<file path="config.mk">
export PLATFORM = sky130hd
export DESIGN_NAME = alu_pipe
export DESIGN_NICKNAME = d
export VERILOG_FILES = /design/src/rtl/alu_pkg.sv /design/src/rtl/alu_core.sv /design/src/rtl/alu_pipe.sv
export SDC_FILE = /design/constraint.sdc
export NUM_CORES = 1
export LEC_CHECK = 0
export ABC_AREA = 1
export CAP_MARGIN = 20
export CORE_MARGIN = 5
export CORE_UTILIZATION = 35
export CTS_CLUSTER_DIAMETER = 200
export CTS_CLUSTER_SIZE = 10
export DETAILED_ROUTE_END_ITERATION = 8
export PLACE_DENSITY = 0.62
export SLEW_MARGIN = 20
export SYNTH_ARGS = -nofsm -noshare
export SYNTH_HDL_FRONTEND = slang
export SYNTH_SLANG_ARGS = --single-unit
</file>
<file path="constraint.sdc">
create_clock -name clk -period 7.57 [get_ports clk]
set_clock_uncertainty 0.05 [all_clocks]
set_input_delay 2.271 -clock clk [delete_from_list [all_inputs] [get_ports clk]]
set_output_delay 2.271 -clock clk [all_outputs]
set_load 0.01 [all_outputs]
</file>
<file path="src/rtl/alu_pkg.sv">
// Shared definitions for the pipelined ALU:
// command encodings, FSM states and default width.
package alu_pkg;

    localparam int DEF_WIDTH = 32;

    localparam logic [3:0] CMD_ADD  = 4'b0000;
    localparam logic [3:0] CMD_SUB  = 4'b0001;
    localparam logic [3:0] CMD_XOR  = 4'b0010;
    localparam logic [3:0] CMD_SLT  = 4'b0011;
    localparam logic [3:0] CMD_AND  = 4'b0100;
    localparam logic [3:0] CMD_NAND = 4'b0101;
    localparam logic [3:0] CMD_NOR  = 4'b0110;
    localparam logic [3:0] CMD_OR   = 4'b0111;
    localparam logic [3:0] CMD_MUL  = 4'b1000;
    localparam logic [3:0] CMD_SLL  = 4'b1001;
    localparam logic [3:0] CMD_SRL  = 4'b1010;
    localparam logic [3:0] CMD_SRA  = 4'b1011;

    typedef enum logic [1:0] {
        ST_IDLE = 2'd0,
        ST_MUL  = 2'd1,
        ST_HOLD = 2'd2
    } state_t;

endpackage

</file>
<file path="src/rtl/alu_core.sv">
// Combinational single-cycle ALU ops with flags.
// MUL and reserved codes produce zero result and flags.
module alu_core
    import alu_pkg::*;
#(
    parameter int WIDTH = DEF_WIDTH
) (
    input  logic [3:0]       cmd,
    input  logic [WIDTH-1:0] a,
    input  logic [WIDTH-1:0] b,
    output logic [WIDTH-1:0] res,
    output logic             cout,
    output logic             ovf
);

    localparam int SHW = $clog2(WIDTH);
    localparam int MSB = WIDTH - 1;

    logic             sub_op;
    logic [WIDTH-1:0] b_eff;
    logic [WIDTH:0]   sum;
    logic             ovf_as;
    logic [SHW-1:0]   sh;

    assign sub_op = (cmd == CMD_SUB) || (cmd == CMD_SLT);
    assign b_eff  = sub_op ? ~b : b;
    assign sum    = {1'b0, a} + {1'b0, b_eff} + (WIDTH+1)'(sub_op);
    assign ovf_as = (a[MSB] == b_eff[MSB]) && (sum[MSB] != a[MSB]);
    assign sh     = b[SHW-1:0];

    // Decode the command into result and flags
    always_comb begin
        res  = '0;
        cout = 1'b0;
        ovf  = 1'b0;
        unique case (1'b1)
            cmd == CMD_ADD,
            cmd == CMD_SUB: begin
                res  = sum[WIDTH-1:0];
                cout = sum[WIDTH];
                ovf  = ovf_as;
            end
            cmd == CMD_SLT:  res = WIDTH'(sum[MSB] ^ ovf_as);
            cmd == CMD_XOR:  res = a ^ b;
            cmd == CMD_AND:  res = a & b;
            cmd == CMD_NAND: res = ~(a & b);
            cmd == CMD_NOR:  res = ~(a | b);
            cmd == CMD_OR:   res = a | b;
            cmd == CMD_SLL:  res = a << sh;
            cmd == CMD_SRL:  res = a >> sh;
            cmd == CMD_SRA:  res = $signed(a) >>> sh;
            default: res = '0;
        endcase
    end

endmodule

</file>
<file path="src/rtl/alu_pipe.sv">
// Handshaked ALU: registered single-cycle ops plus
// an iterative shift-add unsigned multiplier.
module alu_pipe
    import alu_pkg::*;
#(
    parameter int WIDTH = DEF_WIDTH
) (
    input  logic             clk,
    input  logic             rst_n,
    input  logic             in_valid,
    output logic             in_ready,
    input  logic [3:0]       command,
    input  logic [WIDTH-1:0] operandA,
    input  logic [WIDTH-1:0] operandB,
    output logic             out_valid,
    input  logic             out_ready,
    output logic [WIDTH-1:0] result,
    output logic [WIDTH-1:0] result_hi,
    output logic             carryout,
    output logic             zero,
    output logic             overflow
);

    localparam int SHW = $clog2(WIDTH);

    state_t           state;
    logic [WIDTH-1:0] mcand;
    logic [SHW-1:0]   cnt;
    logic             accept;
    logic             is_mul;
    logic [WIDTH-1:0] core_res;
    logic             core_c;
    logic             core_v;
    logic [WIDTH:0]   part;
    logic [WIDTH-1:0] hi_nxt;
    logic [WIDTH-1:0] lo_nxt;

    alu_core #(.WIDTH(WIDTH)) u_core (
        .cmd  (command),
        .a    (operandA),
        .b    (operandB),
        .res  (core_res),
        .cout (core_c),
        .ovf  (core_v)
    );

    assign in_ready = rst_n &&
        (state == ST_IDLE || (state == ST_HOLD && out_ready));
    assign accept = in_valid && in_ready;
    assign is_mul = (command == CMD_MUL);

    // During MUL, {result_hi, result} is the product/multiplier
    // register: add multiplicand on low bit, then shift right.
    assign part   = {1'b0, result_hi}
                  + (result[0] ? {1'b0, mcand} : '0);
    assign hi_nxt = part[WIDTH:1];
    assign lo_nxt = {part[0], result[WIDTH-1:1]};

    // Control FSM, operand latch, multiplier and output registers
    always_ff @(posedge clk or negedge rst_n) begin
        if (!rst_n) begin
            state     <= ST_IDLE;
            mcand     <= '0;
            cnt       <= '0;
            out_valid <= 1'b0;
            result    <= '0;
            result_hi <= '0;
            carryout  <= 1'b0;
            zero      <= 1'b0;
            overflow  <= 1'b0;
        end else begin
            unique case (state)
                ST_IDLE, ST_HOLD: begin
                    if (accept && is_mul) begin
                        state     <= ST_MUL;
                        mcand     <= operandA;
                        cnt       <= SHW'(WIDTH - 1);
                        out_valid <= 1'b0;
                        result    <= operandB;
                        result_hi <= '0;
                        carryout  <= 1'b0;
                        zero      <= 1'b0;
                        overflow  <= 1'b0;
                    end else if (accept) begin
                        state     <= ST_HOLD;
                        out_valid <= 1'b1;
                        result    <= core_res;
                        result_hi <= '0;
                        carryout  <= core_c;
                        zero      <= (core_res == '0);
                        overflow  <= core_v;
                    end else if (state == ST_HOLD && out_ready) begin
                        state     <= ST_IDLE;
                        out_valid <= 1'b0;
                    end
                end
                ST_MUL: begin
                    result_hi <= hi_nxt;
                    result    <= lo_nxt;
                    if (cnt == '0) begin
                        state     <= ST_HOLD;
                        out_valid <= 1'b1;
                        carryout  <= (hi_nxt != '0);
                        zero      <= (lo_nxt == '0);
                    end else begin
                        cnt <= cnt - SHW'(1);
                    end
                end
                default: state <= ST_IDLE;
            endcase
        end
    end

endmodule

</file>
==> summary.txt, run 1 <==
Status
  • Outcome: finished clean

Min path
  • Hold path depth: 2
  • Min-Delay Startpoint: mcand[11]$_DFFE_PN0P_
  • Min-Delay Path Class: flip-flop to flip-flop
  • Hold EP: mcand[11]$_DFFE_PN0P_

Run
  • Max-cap violation count: 0

Timing
  • Slew headroom: 35.2%
  • RSZ-0062 raised after global routing: no
  • F_max: about 160 MHz
  • Tightest Pin Transition: about 970 ps
  • Hold slack: between 400 and 500 ps
  • Max-slew violations: 0
  • Final hold viol count: 0
  • Final setup TNS: 0 ps
  • Post-layout min period: between 6000 and 7000 ps
  • Final Cycle Share: a little over four fifths
  • # setup viols final: 0

Clocking
  • CTS resizes: 0
  • CTS H-tree depth: 3
  • Total setup buffers inserted after CTS: 0
  • CTS buffer count: 9
  • Clock Latency Late Sink: 370 ps
  • CTS Root Buffer Type: clkbuf_16
  • Quantity of hold-fixing buffers added after cts: 0
  • Clk slew on worst S/H paths: 90 ps
  • CTS tree: yes
  • CTS Sinks: between 100 and 150
  • Longest Clk Path Bufs: 2

Cells and area
  • Area grow syn2layout: 14.3%
  • # diodes: 0
  • Share of layout cells above drive strength 1: about 3.3%
  • Fill cell count: approximately 4600
  • Layout net count: between 2000 and 3000
  • Finished Core Util: 40.5%

Pwr
  • Power, Total: just under 3 mW
  • P_leak: about 8.8 nW
  • Peak supply drop: ~0.11 mV
  • PwrDens: 174 nW/µm²

Synth
  • Post-synth top cells: nand2_1 (754), nand3_1 (340), inv_1 (277)
  • Ys async rst share: 100%
  • Synth Area in Adders: between 10% and 20%
  • Mapped cell area: 14900 µm²
  • Post-synthesis mux area share: 0%
  • Largest family of logic cells by synthesized area: simple AND/OR/NAND/NOR gates
  • Synth Area in XOR/XNOR: between 3 and 4%
  • Synth Area in Compound Gates: between 10% and 20%
  • Syn_nets: around 2700
  • Yosys warns: 0
  • Leading cell type by number of instances after synthesis: nand2_1
  • Syn Area/Cell: approximately 6 µm²
  • Library cells used by synthesis: 50
  • Share of the yosys chip area belonging to registers: about 18%
  • Top FF cell, synth: dfrtp_1
  • Top-area cell type share of the netlist area: between 10% and 20%
  • Yosys reg bits: 107
  • Top post-synthesis cells by area: nand2_1 (19%), dfrtp_1 (18%), nand3_1 (11%)
  • Post-Synth Simple-Gate Area: between 30% and 40%
  • Yosys top cell by area: nand2_1
  • Cells after Synth: approximately 2500
  • Number of synthesized flops with an enable pin: 0

Route
  • Antenna Nets Post-Route: 0
  • Via count: between 15000 and 20000
  • DR pass1 iterations: 6
  • Vias/cell: about 5.7
  • Drc violations: 0
  • DR iter-0 viols: between 2000 and 2500
  • Drt wl/cell: 23.2 µm
  • Final Routed Wirelength: approximately 73000 µm

Floorplanning
  • I/O Pins: between 100 and 150
  • FP Rows: 75
  • Die area: 46900 µm²
  • Starting density of the core: between 30% and 40%
  • Die width: about 220 µm
  • Core Footprint: around 42000 µm²
  • Die Height: between 200 and 250 µm

Worst setup path
  • Setup slack, reg-to-reg: ~4000 ps
  • Worst EP arrival: roughly 6600 ps
  • Critical path startpoint category: input port
  • Critical path class: input port to flip-flop
  • Crit path max fanout: 21
  • Cells on worst reg2reg path: 19
  • CP endpoint kind: flip-flop
  • Reg2reg start: result[0]$_DFFE_PN0P_
  • Reg2reg end: carryout$_DFFE_PN0P_
  • Req. time, crit path: just under 8000 ps

GRT
  • First-pass GRT wire length: 107000 µm
  • GRT Residual Overflow: 0
  • Maximum number of pins on one net before global-route repair: around 70
  • Initial antenna violation count: 1
  • Vias in the first global route: between 15000 and 20000
  • Gr usage total: between 20 and 30%

Placed design
  • DP HPWL: 59500 µm
  • Count of input and output buffers: 140
  • Global placer's final weighted congestion: 1.05
[worst max path at each step]
stage          startpoint  slack (ps)                to  cells after the start
3_5_place_dp   command[2]         840  zero$_DFFE_PN0P_                     19
5_1_grt        command[2]         990  zero$_DFFE_PN0P_                     21
2_1_floorplan  command[2]        2440  zero$_DFFE_PN0P_                     20
6_report       command[3]        1190  zero$_DFFE_PN0P_                     19
3_3_place_gp   command[2]         870  zero$_DFFE_PN0P_                     19
4_1_cts        command[2]        1220  zero$_DFFE_PN0P_                     19
[layout make-up]
type	instances	area [µm²]	area share, %
Multi-Input combinational cell	2034	10700	62.8
Sequential cell	107	2680	15.7
Timing Repair Buffer	173	1640	9.63
Inverter	281	1060	6.21
Tap cell	539	674	3.95
Clock buffer	10	239	1.40
Clock inverter	6	53.8	0.315
[state kept, by name (all words and copies together), names as in the netlist]
register / flops
mcand: 32
overflow: 1
zero: 1
carryout: 1
out_valid: 1
result: 32
result_hi: 32
state: 2
cnt: 5
[through the flow]
| step | cell area (µm²) | std cells | setup slack, ps |
|---|---|---|---|
| finish | 17100 | 3150 | 1190 |
| global route | 17100 | 3150 | 991 |
| CTS | 17100 | 3150 | 1220 |
| detailed placement | 16800 | 3134 | 839 |
| global placement | 16800 | 3134 | 870 |
| floorplan | 14900 | 2528 | 2440 |
[power by group]
group / switching [mW] / internal (mW)
combinational: 1.03 / 0.592
clock: 0.242 / 0.239
sequential: 0.142 / 0.730
[worst max-delay path: stages]
cell	delay, ps
clkdlybuf4s50_1	460
inv_1	120
nand2_1	180
nor2_4	460
buf_4	460
xor2_1	190
ha_1	290
a21oi_1	240
nand2_1	120
a21oi_1	130
nand2_1	180
or2_2	320
nand3_1	220
nand4_1	250
nor2_1	250
nand4_1	130
nor2_1	120
nand2_1	90
a21oi_2	130
[routing by layer]
layer	global-route usage [%]	share of wire, %
met1	40.1	43
met2	46.4	43
met3	4.98	8.0
met4	15.5	6.4
met5	0	0
[placed cells by master, fill, tap and decap left out, drive strengths merged, types with 6 or more instances in the layout]
cell type	synthesis	layout
a211oi	11	11
a21o	6	6
a21oi	112	112
a22o	15	15
a31oi	8	8
and2	9	9
buf	67	37
clkbuf	39	10
clkdlybuf4s50	0	136
dfrtp	107	107
ha	131	131
inv	281	285
nand2	764	764
nand3	340	340
nand3b	14	14
nand4	34	34
nor2	222	222
nor3	20	20
o211ai	26	26
o21a	8	8
o21ai	185	185
o21bai	7	7
o221ai	20	20
o22ai	10	10
or2	7	7
xnor2	9	9
xor2	50	50
[kinds of logic (layout without fill, tap and decap cells)]
| logic type | Yosys count | count (layout) |
|---|---|---|
| adder cells (fa/ha/maj) | 133 | 133 |
| flip-flops | 107 | 107 |
| XOR/XNOR | 59 | 59 |
| buffers and inverters | 387 | 470 |
| AND/OR/NAND/NOR | 1413 | 1413 |
| AO/OA/AOI/OAI | 429 | 429 |
Power figures use the tool's default switching activity.
==> inputs of run 2 (changes only) <==
PLACE_DENSITY = 0.64   (was 0.62)
clock period = 5.75 ns   (was 7.57 ns; I/O delays follow)
==> summary.txt, run 2 (synthesis results as in run 1) <==
Route
  • Met1 WL: ~33000 µm
  • Vias/cell: 5.73
  • Final Routed Wirelength: 75800 µm
  • DR iter-0 viols: between 2000 and 2500
  • Via count: approximately 18000
  • Drc violations: 0
  • DR top layer: met5
  • Drt wl/cell: 23.8 µm
  • Met2 wire len: between 30000 and 40000 µm
  • DR pass1 iterations: 6
  • Antenna Nets Post-Route: 0
  • Met3 wire len: roughly 6300 µm

Clocking
  • Clock Latency Late Sink: roughly 360 ps
  • Longest Clk Path Bufs: 2
  • CTS Sinks: ~110
  • CTS Root Buffer Type: clkbuf_16
  • Quantity of hold-fixing buffers added after cts: 0
  • CTS H-tree depth: 3
  • Total setup buffers inserted after CTS: 0
  • CTS resizes: 0
  • CTS tree: yes
  • Clk slew on worst S/H paths: about 80 ps
  • CTS buffer count: 9

Floorplanning
  • Die area: approximately 47000 µm²
  • I/O Pins: approximately 140
  • FP Rows: 75
  • Die width: between 200 and 250 µm
  • Die Height: ~220 µm
  • Starting density of the core: between 30% and 40%
  • Core Footprint: 42100 µm²

GRT
  • First-pass GRT wire length: 111000 µm
  • Vias in the first global route: around 17000
  • Initial antenna violation count: 3
  • Gr usage total: between 30 and 40%
  • GRT Residual Overflow: 0
  • Maximum number of pins on one net before global-route repair: 71

Timing
  • Tightest Pin Transition: roughly 920 ps
  • # setup viols final: 0
  • Final Cycle Share: 92.2%
  • RSZ-0062 raised after global routing: no
  • F_max: 189 MHz
  • Final setup TNS: 0 ps
  • Final hold viol count: 0
  • Max-slew violations: 0
  • Slew headroom: about 39%
  • Post-layout min period: around 5300 ps

Cells and area
  • Most frequent cells in the layout: nand2_1 (754), nand3_1 (340), inv_1 (275)
  • Fill cell count: 4576
  • Layout Cells excl Fill: approximately 3200
  • Layout net count: roughly 2800
  • Share of layout cells above drive strength 1: 4.46%
  • Largest registers: mcand (32), result (32), result_hi (32)
  • Most common cell after layout, fill and taps aside: nand2_1
  • Area grow syn2layout: 16.1%

Min path
  • Hold path depth: 2
  • Min-Delay Path Class: flip-flop to flip-flop
  • Hold EP: mcand[7]$_DFFE_PN0P_
  • Min-Delay Startpoint: mcand[7]$_DFFE_PN0P_

Worst setup path
  • Critical path class: input port to flip-flop
  • Reg2reg end: carryout$_DFFE_PN0P_
  • Worst EP arrival: 5540 ps
  • Critical path startpoint category: input port
  • CP endpoint kind: flip-flop
  • Crit path max fanout: 17
  • Reg2reg start: result[0]$_DFFE_PN0P_
  • Cells on worst reg2reg path: 21
  • Setup slack, reg-to-reg: between 2000 and 2500 ps
  • Req. time, crit path: around 6000 ps

Placed design
  • Cell count after placement: 3169
  • Global placer's final weighted congestion: about 1.0
  • DP HPWL: between 60000 and 70000 µm
  • Count of input and output buffers: 140

Pwr
  • P_leak: about 9 nW
  • PwrDens: approximately 230 nW/µm²
  • Peak supply drop: 0.142 mV

Status
  • Outcome: finished clean

Run
  • Max-cap violation count: 0
==> run 2: cell count changes in the layout (fill, tap and decap cells not counted), sizes merged <==
cell,before,now
clkinv,1,2
inv,285,282
clkinvlp,1,2
buf,37,72
diode,0,1
clkbuf,10,11
==> run 2: per-layer routing <==
layer | up-vias | global-route usage [%]
met5 | - | 0
met4 | 4 | 15.8
met3 | 160 | 5.07
met2 | 920 | 47.4
met1 | 8558 | 42.9
li1 | 8618 | -
==> run 2: how the worst max path moves through the flow <==
stage,startpoint,end,slack [ps],depth (start not counted)
6_report,command[3],zero$_DFFE_PN0P_,450,21
4_1_cts,command[3],zero$_DFFE_PN0P_,560,21
5_1_grt,command[2],zero$_DFFE_PN0P_,250,21
3_3_place_gp,command[2],zero$_DFFE_PN0P_,230,21
3_5_place_dp,command[3],zero$_DFFE_PN0P_,200,21
2_1_floorplan,command[2],zero$_DFFE_PN0P_,1170,20
==> run 2: where the power goes <==
part | leakage [nW] | switching (mW) | internal, mW
registers | 1.41 | 0.187 | 0.961
logic | 7.45 | 1.36 | 0.800
clock network | 0.126 | 0.296 | 0.296
total | 8.99 | 1.85 | 2.06
==> run 2: area by class of cell <==
type	count	area, µm²	share of cell area [%]
diodes	1	2.50	0.0144
clock buffers	11	233	1.34
clock inverters	5	37.5	0.216
inverters	281	1060	6.11
multi-input cells	2034	10700	61.8
flip-flops and latches	107	2680	15.4
well taps	539	674	3.89
repair buffers	208	1940	11.2
==> run 2: stage by stage <==
| stage | hold slack, ps | setup slack (ps) | area (µm²) | util [%] | power, mW |
|---|---|---|---|---|---|
| 2_1_floorplan | 403 | 1170 | 14900 | - | 2.33 |
| 3_3_place_gp | 417 | 233 | 17100 | 40.5 | 3.26 |
| 3_5_place_dp | 417 | 195 | 17100 | 40.5 | 3.28 |
| 4_1_cts | 438 | 558 | 17300 | 41.2 | 3.88 |
| 5_1_grt | 464 | 250 | 17300 | 41.2 | 4.17 |
| 6_report | 436 | 450 | 17400 | 41.2 | 3.90 |
==> run 2: worst max-delay path, stage by stage <==
cell and delay (ps):
clkdlybuf4s50_1 450, inv_1 110, nand2_1 190, nor2_4 170, buf_12 190, buf_12 190, xor2_1 170, ha_1 300
nand2_1 90, nand2_1 70, o21bai_1 190, o21ai_0 240, nand4_1 160, or2_2 300, nand3_1 200, nand3_1 220
nor2_1 170, nand2_1 90, nor2_1 110, nand2_1 70, a21oi_2 110
